==> src/rtl/onchip_memory_port_arbiter.sv <==
// Round-robin arbiter sharing one on-chip RAM port between m0 (feature engine) and m1 (frame loader).
// Define ONCHIP_ARB_BURST_EN to let a holder keep the grant for up to MAX_BURST consecutive accepts.
module onchip_memory_port_arbiter #(
  parameter int ADDR_W    = 16,
  parameter int DATA_W    = 32,
  parameter int BE_W      = 4,
  parameter int MAX_BURST = 8
) (
  input  logic              clk,
  input  logic              reset,
  input  logic [ADDR_W-1:0] m0_address,
  input  logic [BE_W-1:0]   m0_byteenable,
  input  logic              m0_read,
  input  logic              m0_write,
  input  logic [DATA_W-1:0] m0_writedata,
  output logic              m0_waitrequest,
  output logic [DATA_W-1:0] m0_readdata,
  output logic              m0_readdatavalid,
  input  logic [ADDR_W-1:0] m1_address,
  input  logic [BE_W-1:0]   m1_byteenable,
  input  logic              m1_read,
  input  logic              m1_write,
  input  logic [DATA_W-1:0] m1_writedata,
  output logic              m1_waitrequest,
  output logic [DATA_W-1:0] m1_readdata,
  output logic              m1_readdatavalid,
  output logic [ADDR_W-1:0] mem_address,
  output logic [BE_W-1:0]   mem_byteenable,
  output logic [DATA_W-1:0] mem_writedata,
  output logic              mem_chipselect,
  output logic              mem_write,
  output logic              mem_clken,
  input  logic [DATA_W-1:0] mem_readdata
);

  logic              req0, req1;
  logic              last_grant;
  logic              grant_valid, grant_idx;
  logic              gnt_write;
  logic              rd_pend, rd_owner;
  logic [ADDR_W-1:0] sel_address, hold_address;
  logic [BE_W-1:0]   sel_byteenable, hold_byteenable;
  logic [DATA_W-1:0] sel_writedata, hold_writedata;

`ifdef ONCHIP_ARB_BURST_EN
  localparam int CNT_W = $clog2(MAX_BURST + 1);
  logic [CNT_W-1:0] burst_cnt;
  logic             burst_open;

  // A burst is open only after the holder has been accepted and has budget left.
  assign burst_open = (burst_cnt != '0) && (burst_cnt < CNT_W'(MAX_BURST));
`endif

  assign req0 = m0_read | m0_write;
  assign req1 = m1_read | m1_write;

  // Grant is suppressed during reset so nothing reaches the RAM.
  always_comb begin
    grant_valid = 1'b0;
    grant_idx   = 1'b0;
    if (!reset) begin
      if (req0 && req1) begin
        grant_valid = 1'b1;
        grant_idx   = ~last_grant;
`ifdef ONCHIP_ARB_BURST_EN
        if (burst_open) grant_idx = last_grant;
`endif
      end else if (req0) begin
        grant_valid = 1'b1;
        grant_idx   = 1'b0;
      end else if (req1) begin
        grant_valid = 1'b1;
        grant_idx   = 1'b1;
      end
    end
  end

  always_comb begin
    sel_address    = grant_idx ? m1_address    : m0_address;
    sel_byteenable = grant_idx ? m1_byteenable : m0_byteenable;
    sel_writedata  = grant_idx ? m1_writedata  : m0_writedata;
    gnt_write      = grant_idx ? m1_write      : m0_write;
  end

  assign m0_waitrequest = ~(grant_valid & ~grant_idx);
  assign m1_waitrequest = ~(grant_valid &  grant_idx);

  assign mem_address    = grant_valid ? sel_address    : hold_address;
  assign mem_byteenable = grant_valid ? sel_byteenable : hold_byteenable;
  assign mem_writedata  = grant_valid ? sel_writedata  : hold_writedata;
  assign mem_chipselect = grant_valid;
  assign mem_write      = grant_valid & gnt_write;
  assign mem_clken      = 1'b1;

  // Read return stage: RAM data arrives one cycle after acceptance.
  assign m0_readdata      = mem_readdata;
  assign m1_readdata      = mem_readdata;
  assign m0_readdatavalid = rd_pend & ~rd_owner & ~reset;
  assign m1_readdatavalid = rd_pend &  rd_owner & ~reset;

  always_ff @(posedge clk) begin
    if (reset) begin
      last_grant      <= 1'b1;
      rd_pend         <= 1'b0;
      rd_owner        <= 1'b0;
      hold_address    <= '0;
      hold_byteenable <= '0;
      hold_writedata  <= '0;
    end else begin
      rd_pend  <= grant_valid & ~gnt_write;
      rd_owner <= grant_idx;
      if (grant_valid) begin
        last_grant      <= grant_idx;
        hold_address    <= sel_address;
        hold_byteenable <= sel_byteenable;
        hold_writedata  <= sel_writedata;
      end
    end
  end

`ifdef ONCHIP_ARB_BURST_EN
  // Idle cycles close the burst so the next contention alternates.
  always_ff @(posedge clk) begin
    if (reset) begin
      burst_cnt <= '0;
    end else if (grant_valid) begin
      if ((grant_idx == last_grant) && (burst_cnt != '0))
        burst_cnt <= (burst_cnt == CNT_W'(MAX_BURST)) ? burst_cnt : burst_cnt + 1'b1;
      else
        burst_cnt <= CNT_W'(1);
    end else begin
      burst_cnt <= '0;
    end
  end
`endif

endmodule

==> config.mk <==
export PLATFORM = sky130hd
export DESIGN_NAME = onchip_memory_port_arbiter
export DESIGN_NICKNAME = d
export VERILOG_FILES = /design/src/rtl/onchip_memory_port_arbiter.sv
export SDC_FILE = /design/constraint.sdc
export NUM_CORES = 1
export LEC_CHECK = 0
export BUFFER_PORTS_ARGS = -buffer_cell sky130_fd_sc_hd__buf_2
export CAP_MARGIN = 0
export CORE_AREA = 2 2 102 104
export CTS_CLUSTER_DIAMETER = 80
export CTS_CLUSTER_SIZE = 8
export DETAILED_ROUTE_END_ITERATION = 8
export DIE_AREA = 0 0 104 106
export PLACE_DENSITY = 0.8
export SLEW_MARGIN = 10
export SYNTH_ARGS = -nofsm -noshare
export SYNTH_HDL_FRONTEND = slang
export SYNTH_SLANG_ARGS = --single-unit
==> constraint.sdc <==
create_clock -name clk -period 1.1 [get_ports clk]
set_input_delay 0.11 -clock clk [delete_from_list [all_inputs] [get_ports clk]]
set_output_delay 0.11 -clock clk [all_outputs]
set_load 0.02 [all_outputs]
* Yosys cells after proc, flatten, opt, wreduce, memory -nomap -nowiden
Index checks and enable logic that the tools add are counted.
Storage, ports and cells: bits in registers 55, bits of input ports 142, output and inout bits 123, word-level logic and storage cells 38
Cells by class: mux-type cells 14, bitwise logic cells 17, reductions and logical operators 1
Operator list (count):
- 32-bit 2-to-1 mux | 2
- 16-bit 2-to-1 mux | 2
- 1-bit bitwise AND | 8
- 1-bit 2-to-1 mux | 8
- 4-bit 2-to-1 mux | 2
- 1-bit NOT | 7
- 1-bit OR | 2
- 1-bit logical AND | 1

* Longest topological paths before layout
Gate-level depths: netlist of the first run.
depth after elaboration 8, gate-level depth with buffers 6, depth with buffers taken out 4

* Worst setup path before layout of the first run
Ideal clock, no wire load.
kind in2out, start point input reset, end point output m0_readdatavalid, data arrival time 1.184 ns, required time 0.990 ns, slack -0.194 ns, stages 4, path buffers 3, path through buf_2 -> clkbuf_1 -> clkbuf_1 -> nor3b_1
On the way: word-level cells in the longest chain between the ends 2
RTL lines:
- start: declaration | RTL line 10 | input logic reset,
- 1-bit NOT | RTL line 98 | assign m0_readdatavalid = rd_pend & ~rd_owner & ~reset;
- 1-bit bitwise AND | RTL line 98
- end: declaration | RTL line 18 | output logic m0_readdatavalid,
Every way passes these cells.

* Final worst setup path of the first run
start point register last_grant, end point output mem_byteenable[0]
On the way: word-level cells in the longest chain between the ends 5
RTL lines:
- start: declaration | RTL line 37 | logic last_grant;
- start signal: assignment | RTL line 113 | last_grant <= grant_idx;
- 1-bit NOT | RTL line 64 | grant_idx = ~last_grant;
- 1-bit 2-to-1 mux | RTL line 62 | if (req0 && req1) begin
- 1-bit 2-to-1 mux | RTL line 61 | if (!reset) begin
- 4-bit 2-to-1 mux | RTL line 80 | sel_byteenable = grant_idx ? m1_byteenable : m0_byteenable;
- 4-bit 2-to-1 mux
- end: declaration | RTL line 28 | output logic [BE_W-1:0] mem_byteenable,
Every way passes these cells.

==> results of run 1 <==
area by class of cell:
cell class                      instances  area share [%]
Inverter                                6           0.571
Multi-Input combinational cell        277            41.4
Clock inverter                          3           0.415
Timing Repair Buffer                  221            29.7
Tap cell                              136            3.53
Clock buffer                            5            1.43
Sequential cell                        55            23.0
worst max-delay path, cell delays in order, from the launching register on:
cell	delay, ns
dfxtp_4	0.38
o21ai_4	0.16
buf_12	0.22
nand3_1	0.14
nand3_2	0.10
buf_2	0.16
sequential cells by signal, indices dropped and copies added, names as in the netlist:
name and flops:
hold_address 16, last_grant 1, rd_owner 1, rd_pend 1
hold_writedata 32, hold_byteenable 4
path summary, 6_finish.rpt:
check / end / cells past startpoint / slack (ns)
setup / recovery: mem_byteenable[0] / 5 / -0.49
hold / removal: hold_writedata[27] / 3 / 0.08
setup reg to reg: hold_address[2] / 5 / -0.21
hold reg to reg: hold_writedata[31] / 2 / 0.50
timing repair:
| action | in CTS | in global routing |
|---|---|---|
| resized for setup | 63 | 12 |
| cloned | 1 | 0 |
| setup endpoints to repair | 111 | 111 |
| buffers inserted | 2 | 1 |
| hold buffers | 0 | 0 |
| pin swaps | 6 | 3 |
through the flow:
step	setup TNS, ns	hold WS (ns)
floorplan	-0.0703	0.324
global placement	-22.83	0.220
detailed placement	-27.42	0.220
CTS	-30.45	0.0664
global route	-37.89	0.0782
finish	-29.29	0.0763
synthesized netlist by cell type:
| master | instances |
|---|---|
| dfxtp_1 | 55 |
| o21ai_0 | 54 |
| nor3b_1 | 1 |
| o21ai_2 | 1 |
| a21oi_1 | 1 |
| o21bai_1 | 2 |
| clkbuf_1 | 19 |
| buf_2 | 15 |
| buf_4 | 67 |
| a31oi_1 | 49 |
| buf_1 | 1 |
| nor2_1 | 1 |
| inv_1 | 6 |
| a221oi_2 | 1 |
| nor4_4 | 1 |
| o21ba_2 | 2 |
| a311oi_1 | 3 |
| a221oi_1 | 2 |
| nand3_1 | 148 |
| buf_6 | 2 |
| nand2_1 | 2 |
| and3_1 | 2 |
| o21a_1 | 1 |
| or2_2 | 2 |
| conb_1 | 1 |
| a22oi_1 | 3 |
power by group:
part | internal (mW) | switching (mW)
clock network | 0.445 | 0.698
logic | 0.843 | 1.15
registers | 2.14 | 0.0361
total | 3.43 | 1.88
layer usage:
layer / up-vias / global-route usage [%] / routed length [um]
met3: 50 / 3.56 / 694
met2: 168 / 36.3 / 5790
met4: 0 / 8.69 / 398
met5: - / 0 / 0
met1: 1838 / 21.1 / 4210
li1: 1803 / - / -
kinds of logic (layout without fill, tap and decap cells):
kind of cell | Yosys count | count (layout) | share of synthesized area (%)
AOI/OAI and AO/OA | 119 | 119 | 21.5
buffers and inverters | 110 | 235 | 21.0
DFF | 55 | 55 | 33.1
other | 1 | 1 | 0.113
and+or+nand+nor | 157 | 157 | 24.2
==> impl_results.md, run 1 <==
- Number of rows created at floorplan: 37
- Syn_nets: 584
- Number of violations of the max-capacitance limit: 0
- Number of DRC violations after detailed-routing iteration 0: 231
- Count of buffers from port buffering: 167
- Non-filler cells in the finished layout: 703
- Aggregate global routing overflow: 0
- Die span in y: 106 um
- Worst setup startpoint: last_grant
- Share of cells above drive strength 1: 58.4%
- Number of setup violations in the final report: 106
- CP startpoint kind: register
- Synthesized area divided by synthesized cell count: 7.52 sq um
- DR DRC count: 0
- Fill cell instance count of the final layout: 977
- Die X: 104 um
- Synth-to-Final Area Change: 45.0%
- Minimum setup slack after placement: -0.349 ns
- Via count normalized by instance count: 5.49
- Vias in the first global route: 3792
- Total cell area at the placement stage: 4430 sq um
- First-pass GRT wire length: 17800 um
- Number of distinct standard cells referenced by the synthesized netlist: 26
- CTS sink cnt: 55
- Flop and latch count out of synthesis: 55
- Later-pin clock latency in the skew report: 0.32 ns
- Endpoint class of the critical path: output pin
- GP Congestion: 0.823
- Violated checks: negative setup slack
- Clk pin slew, worst setup/hold paths: 0.10 ns
- Number of buffers between clock root and the deepest sink: 2
- Cell leakage power: 2.33 nW
- Multi-input logic area: 1990 sq um
- Synth warnings: 0
- Sequential element share of the synthesized area: 33.1%
- Least setup slack across all paths after layout: -0.492 ns
- Number of instances in the synthesized netlist: 442
- Effective utilization at floorplan: 33.2%
- Final critical-path share of the clock period: 145%
- Cell at the root of the clock tree: clkbuf_8
- H-tree levels: 2
- Number of max-slew violations in the final report: 0
- Largest clock skew in the final design: 0.00961 ns
- Routed vias: 3859
- Placed Cells incl. Taps: 692
- Number of buffers added by the clock tree synthesis step: 5
- Floorplan die area: 11000 sq um
- Startpoint of the lowest-slack register-to-register path: last_grant
- Required time of the critical path: 0.99 ns
- Final-report hold violation count: 0
- Area used by sequential logic in the layout: 1110 sq um
- Placeable core area: 10000 sq um
- Final instance area: 4820 sq um
- Unrepaired setup endpoints after global routing: true
- Post-DR wirelength/cell: 15.8 um
- # diodes: 0
- Critical path fanouts, max: 19
- Status: finished with violations
- Clock period minus worst slack: 1.59 ns
- GRT Overall Usage: 19.3%
- Initial antenna violation count: 0
- Largest net degree at the start of global routing: 35
- Largest cells by area after synthesis: dfxtp_1 33%, nand3_1 22%, buf_4 15%, a31oi_1 9.2%, o21ai_0 8.1%
- Arrival time worst endpoint: 1.48 ns
- Synth top area share: 33.1%
- Fmax: 628 MHz
- Clock tree from TritonCTS: yes
- Setup CP Type: register to output pin
- Maximum vdd ir drop: 0.538 mV
- Count of pins on the block boundary: 265
- Initial DRT Pass Iterations: 5
- Total power: 5.31 mW
- Commonest cells after routing, fill and taps aside: 144 x buf_2, 79 x nand3_2, 69 x nand3_1
- Start point of the worst hold path: m0_writedata[27]
- Cell area power density: 1100 nW/um^2
- Antenna violation net count after detailed routing: 0
- Final wirelength: 11100 um
- HPWL after detailed placement: 8220 um
- Nets: 708
- Top cell type by total area after synthesis: dfxtp_1
- Share of the core filled with cells: 48.2%
- Cell area after synthesis: 3320 sq um
- Type of the tightest min-delay check: input pin to register
- Commonest non-fill, non-tap cell in the layout: buf_2
Note: power is estimated with default switching activity, not from simulation.
==> inputs of run 2 (changes only) <==
--- a/config.mk
+++ b/config.mk
@@ -12,7 +12,7 @@
 export CTS_CLUSTER_SIZE = 8
 export DETAILED_ROUTE_END_ITERATION = 8
 export DIE_AREA = 0 0 104 106
-export PLACE_DENSITY = 0.8
+export PLACE_DENSITY = 0.77
 export SLEW_MARGIN = 10
 export SYNTH_ARGS = -nofsm -noshare
 export SYNTH_HDL_FRONTEND = slang
==> constraint.sdc (replaced) <==
create_clock -name clk -period 1.9 [get_ports clk]
set_input_delay 0.19 -clock clk [delete_from_list [all_inputs] [get_ports clk]]
set_output_delay 0.19 -clock clk [all_outputs]
set_load 0.02 [all_outputs]
==> run 2 against run 1 <==
Compared with the run above: the run now ends clean; die area unchanged; total power decreased by 45%; critical endpoint is now mem_writedata[15]; highest routed layer unchanged; first-iteration DRC count increased by 36%; largest cell class unchanged; register-to-register slack improved by 0.82 ns; via count decreased by 5.9%; cell count decreased by 6.0%; largest power group unchanged; sequential share of layout area increased by 5.0 points; routed wire length decreased by 6.2%; setup slack improved by 0.60 ns; worst hold slack improved by 0.10 ns; global-route usage decreased by 2.4 points.
==> impl_results.md, run 2 (same netlist as run 1, synthesis figures left out) <==
- CP Cell Sequence: o21ai_4 -> buf_4 -> nand3_1 -> nand3_1 -> buf_2
- Number of DRC violations after detailed-routing iteration 0: 315 (+36%)
- Highest routing layer actually used: met4
- Final wirelength: 10400 um (-6.2%)
- Number of setup violations in the final report: 0 (-100%)
- Setup CP Type: register to output pin
- HPWL after detailed placement: 7460 um (-9.2%)
- Net switching power of the design: 967 uW (-49%)
- Cell area power density: 745 nW/um^2 (-32%)
- Critical Path Slowest Stage Cell: dfxtp_2
- DR DRC count: 0 (unchanged)
- Least setup slack across all paths after layout: 0.110 ns (+0.602 ns)
- Largest net degree at the start of global routing: 51 (+46%)
- Die span in y: 106 um (unchanged)
- Via count normalized by instance count: 5.49 (about the same)
- Cell leakage power: 1.83 nW (-21%)
- Combinational cell fraction of total power: 31.4% (-6.1 points)
- # diodes: 0 (unchanged)
- Switch share: 33.0% (-2.4 points)
- CTS sink cnt: 55 (unchanged)
- Hold bufs inserted after CTS: 0 (unchanged)
- Area used by sequential logic in the layout: 1100 sq um (-0.45%)
- Number of max-slew violations in the final report: 0 (unchanged)
- Commonest cells after routing, fill and taps aside: 167 x buf_2, 148 x nand3_1, 54 x o21ai_0, 54 x dfxtp_1, 49 x a31oi_1
- Die X: 104 um (unchanged)
- Synth-to-Final Area Change: 18.4%
- Biggest registers after layout: hold_writedata (32), hold_address (16), hold_byteenable (4)
- Minimum setup slack after placement: 0.146 ns (+0.494 ns)
- Number of violations of the max-capacitance limit: 0 (unchanged)
- Count of pins on the block boundary: 265 (unchanged)
- Clock tree from TritonCTS: yes
- Initial DRT Pass Iterations: 5 (unchanged)
- GP Congestion: 0.781 (-5.2%)
- Count of buffers from port buffering: 167 (unchanged)
- Critical path fanouts, max: 16 (-3)
- First-pass GRT wire length: 15500 um (-13%)
- Nets: 667 (-5.8%)
- Commonest non-fill, non-tap cell in the layout: buf_2
- Multi-input logic area: 1560 sq um (-22%)
- Share of the core filled with cells: 39.4% (-8.8 points)
- Number of setup buffers added after CTS: 0 (-2)
- GRT Overall Usage: 17.0% (-2.4 points)
- Peak per-stage delay on the critical path: 0.36 ns (-0.02 ns)
- Total met2 wirelength after detailed routing: 5290 um (-8.7%)
- Clock group share of total power: 25.7% (+4.2 points)
- Clk pin slew, worst setup/hold paths: 0.10 ns (about the same)
- Setup_tns: 0 ns (+29.29 ns)
- Final critical-path share of the clock period: 94.2%
- Number of buffers between clock root and the deepest sink: 2 (unchanged)
- Register-to-register setup slack: 0.61 ns (+0.82 ns)
- CP most frequent cell: nand3_1
- Wire length the detailed router placed on met1: 4030 um (-4.3%)
- Clock period minus worst slack: 1.79 ns
- Share of total power in sequential cells: 42.9% (+1.9 points)
- Arrival time worst endpoint: 1.60 ns (+0.12 ns)
- Type of the tightest min-delay check: input pin to register
- Maximum vdd ir drop: 0.298 mV (-45%)
- Endpoint class of the critical path: output pin
- Unrepaired setup endpoints after global routing: false
- Number of rows created at floorplan: 37 (unchanged)
- Largest clock skew in the final design: 0.00382 ns (-0.00579 ns)
- Initial antenna violation count: 0 (unchanged)
- Register containing the most flip-flops in the final layout: hold_writedata
- P_int: 1.97 mW (-43%)
- Later-pin clock latency in the skew report: 0.30 ns (-0.02 ns)
- Effective utilization at floorplan: 33.2% (unchanged)
- Final instance area: 3940 sq um (-18%)
- Routed vias: 3630 (-5.9%)
- Fmax: 559 MHz
- Vias in the first global route: 3247 (-14%)
- Floorplan die area: 11000 sq um (unchanged)
- Number of buffers added by the clock tree synthesis step: 5 (unchanged)
- Fill cell instance count of the final layout: 1038 (+6.2%)
- Share of cells above drive strength 1: 37.7% (-21 points)
- Post-DR wirelength/cell: 15.7 um (-0.25%)
- Number of flip-flops under the largest register name: 32 (unchanged)
- Antenna violation net count after detailed routing: 0 (unchanged)
- Placeable core area: 10000 sq um (unchanged)
- Required time of the critical path: 1.71 ns (+0.72 ns)
- CP startpoint kind: register
- Routed length on met3: 966 um (+39%)
- Final-report hold violation count: 0 (unchanged)
- Aggregate global routing overflow: 0 (unchanged)
- Cell at the root of the clock tree: clkbuf_8
- Total cell area at the placement stage: 3790 sq um (-15%)
- H-tree levels: 2 (unchanged)
- Status: finished clean
run 2: changes by cell type in the layout (fill, tap and decap cells not counted), sizes merged:
cell	previous run	this run
bufinv	0	1
clkinv	1	0
buf	221	179
clkinvlp	2	1
clkbuf	5	6
run 2: worst max-delay path, delay by kind of cell (launching register included):
family	cells	cell delay, ns
AOI/OAI and AO/OA	1	0.19
DFF	1	0.36
buffers and inverters	2	0.48
and+or+nand+nor	2	0.25
run 2: worst paths after layout:
check                     startpoint                  to  cells after the start
setup / recovery          last_grant   mem_writedata[15]                      5
hold / removal         m1_address[3]     hold_address[3]                      3
setup reg to reg          last_grant   hold_writedata[0]                      4
hold reg to reg   hold_writedata[31]  hold_writedata[31]                      2
run 2: area by class of cell:
type | count | area share, %
well taps | 136 | 4.32
inverters | 6 | 0.572
flip-flops and latches | 55 | 28.0
clock inverters | 2 | 0.954
repair buffers | 180 | 24.9
multi-input cells | 277 | 39.5
clock buffers | 5 | 1.75
run 2: per-layer routing:
metal  GRT usage [%]  up-vias
met3            4.90       17
met5               0        -
met2            31.8      244
li1                -     1720
met4            4.73        0
met1            18.6     1649
run 2: power by group through the flow:
stage / combinational (mW) / sequential, mW / clock, mW
final: 0.920 / 1.26 / 0.754
after global routing: 0.995 / 1.27 / 0.843
after CTS: 0.898 / 1.26 / 0.794
after detailed placement: 0.893 / 1.29 / 0
after global placement: 0.872 / 1.28 / 0
after floorplan: 0.756 / 1.28 / 0
run 2: what timing repair did:
item,in CTS,in global routing
gates cloned,0,1
gates resized for setup,1,3
endpoints found under the setup margin,4,21
run 2: per-stage QoR:
stage | hold slack, ns | power, mW | instances
after floorplan | 0.384 | 2.03 | 442
after CTS | 0.165 | 2.95 | 660
final | 0.177 | 2.93 | 661
after global placement | 0.380 | 2.16 | 653
after global routing | 0.167 | 3.11 | 661
after detailed placement | 0.380 | 2.18 | 653
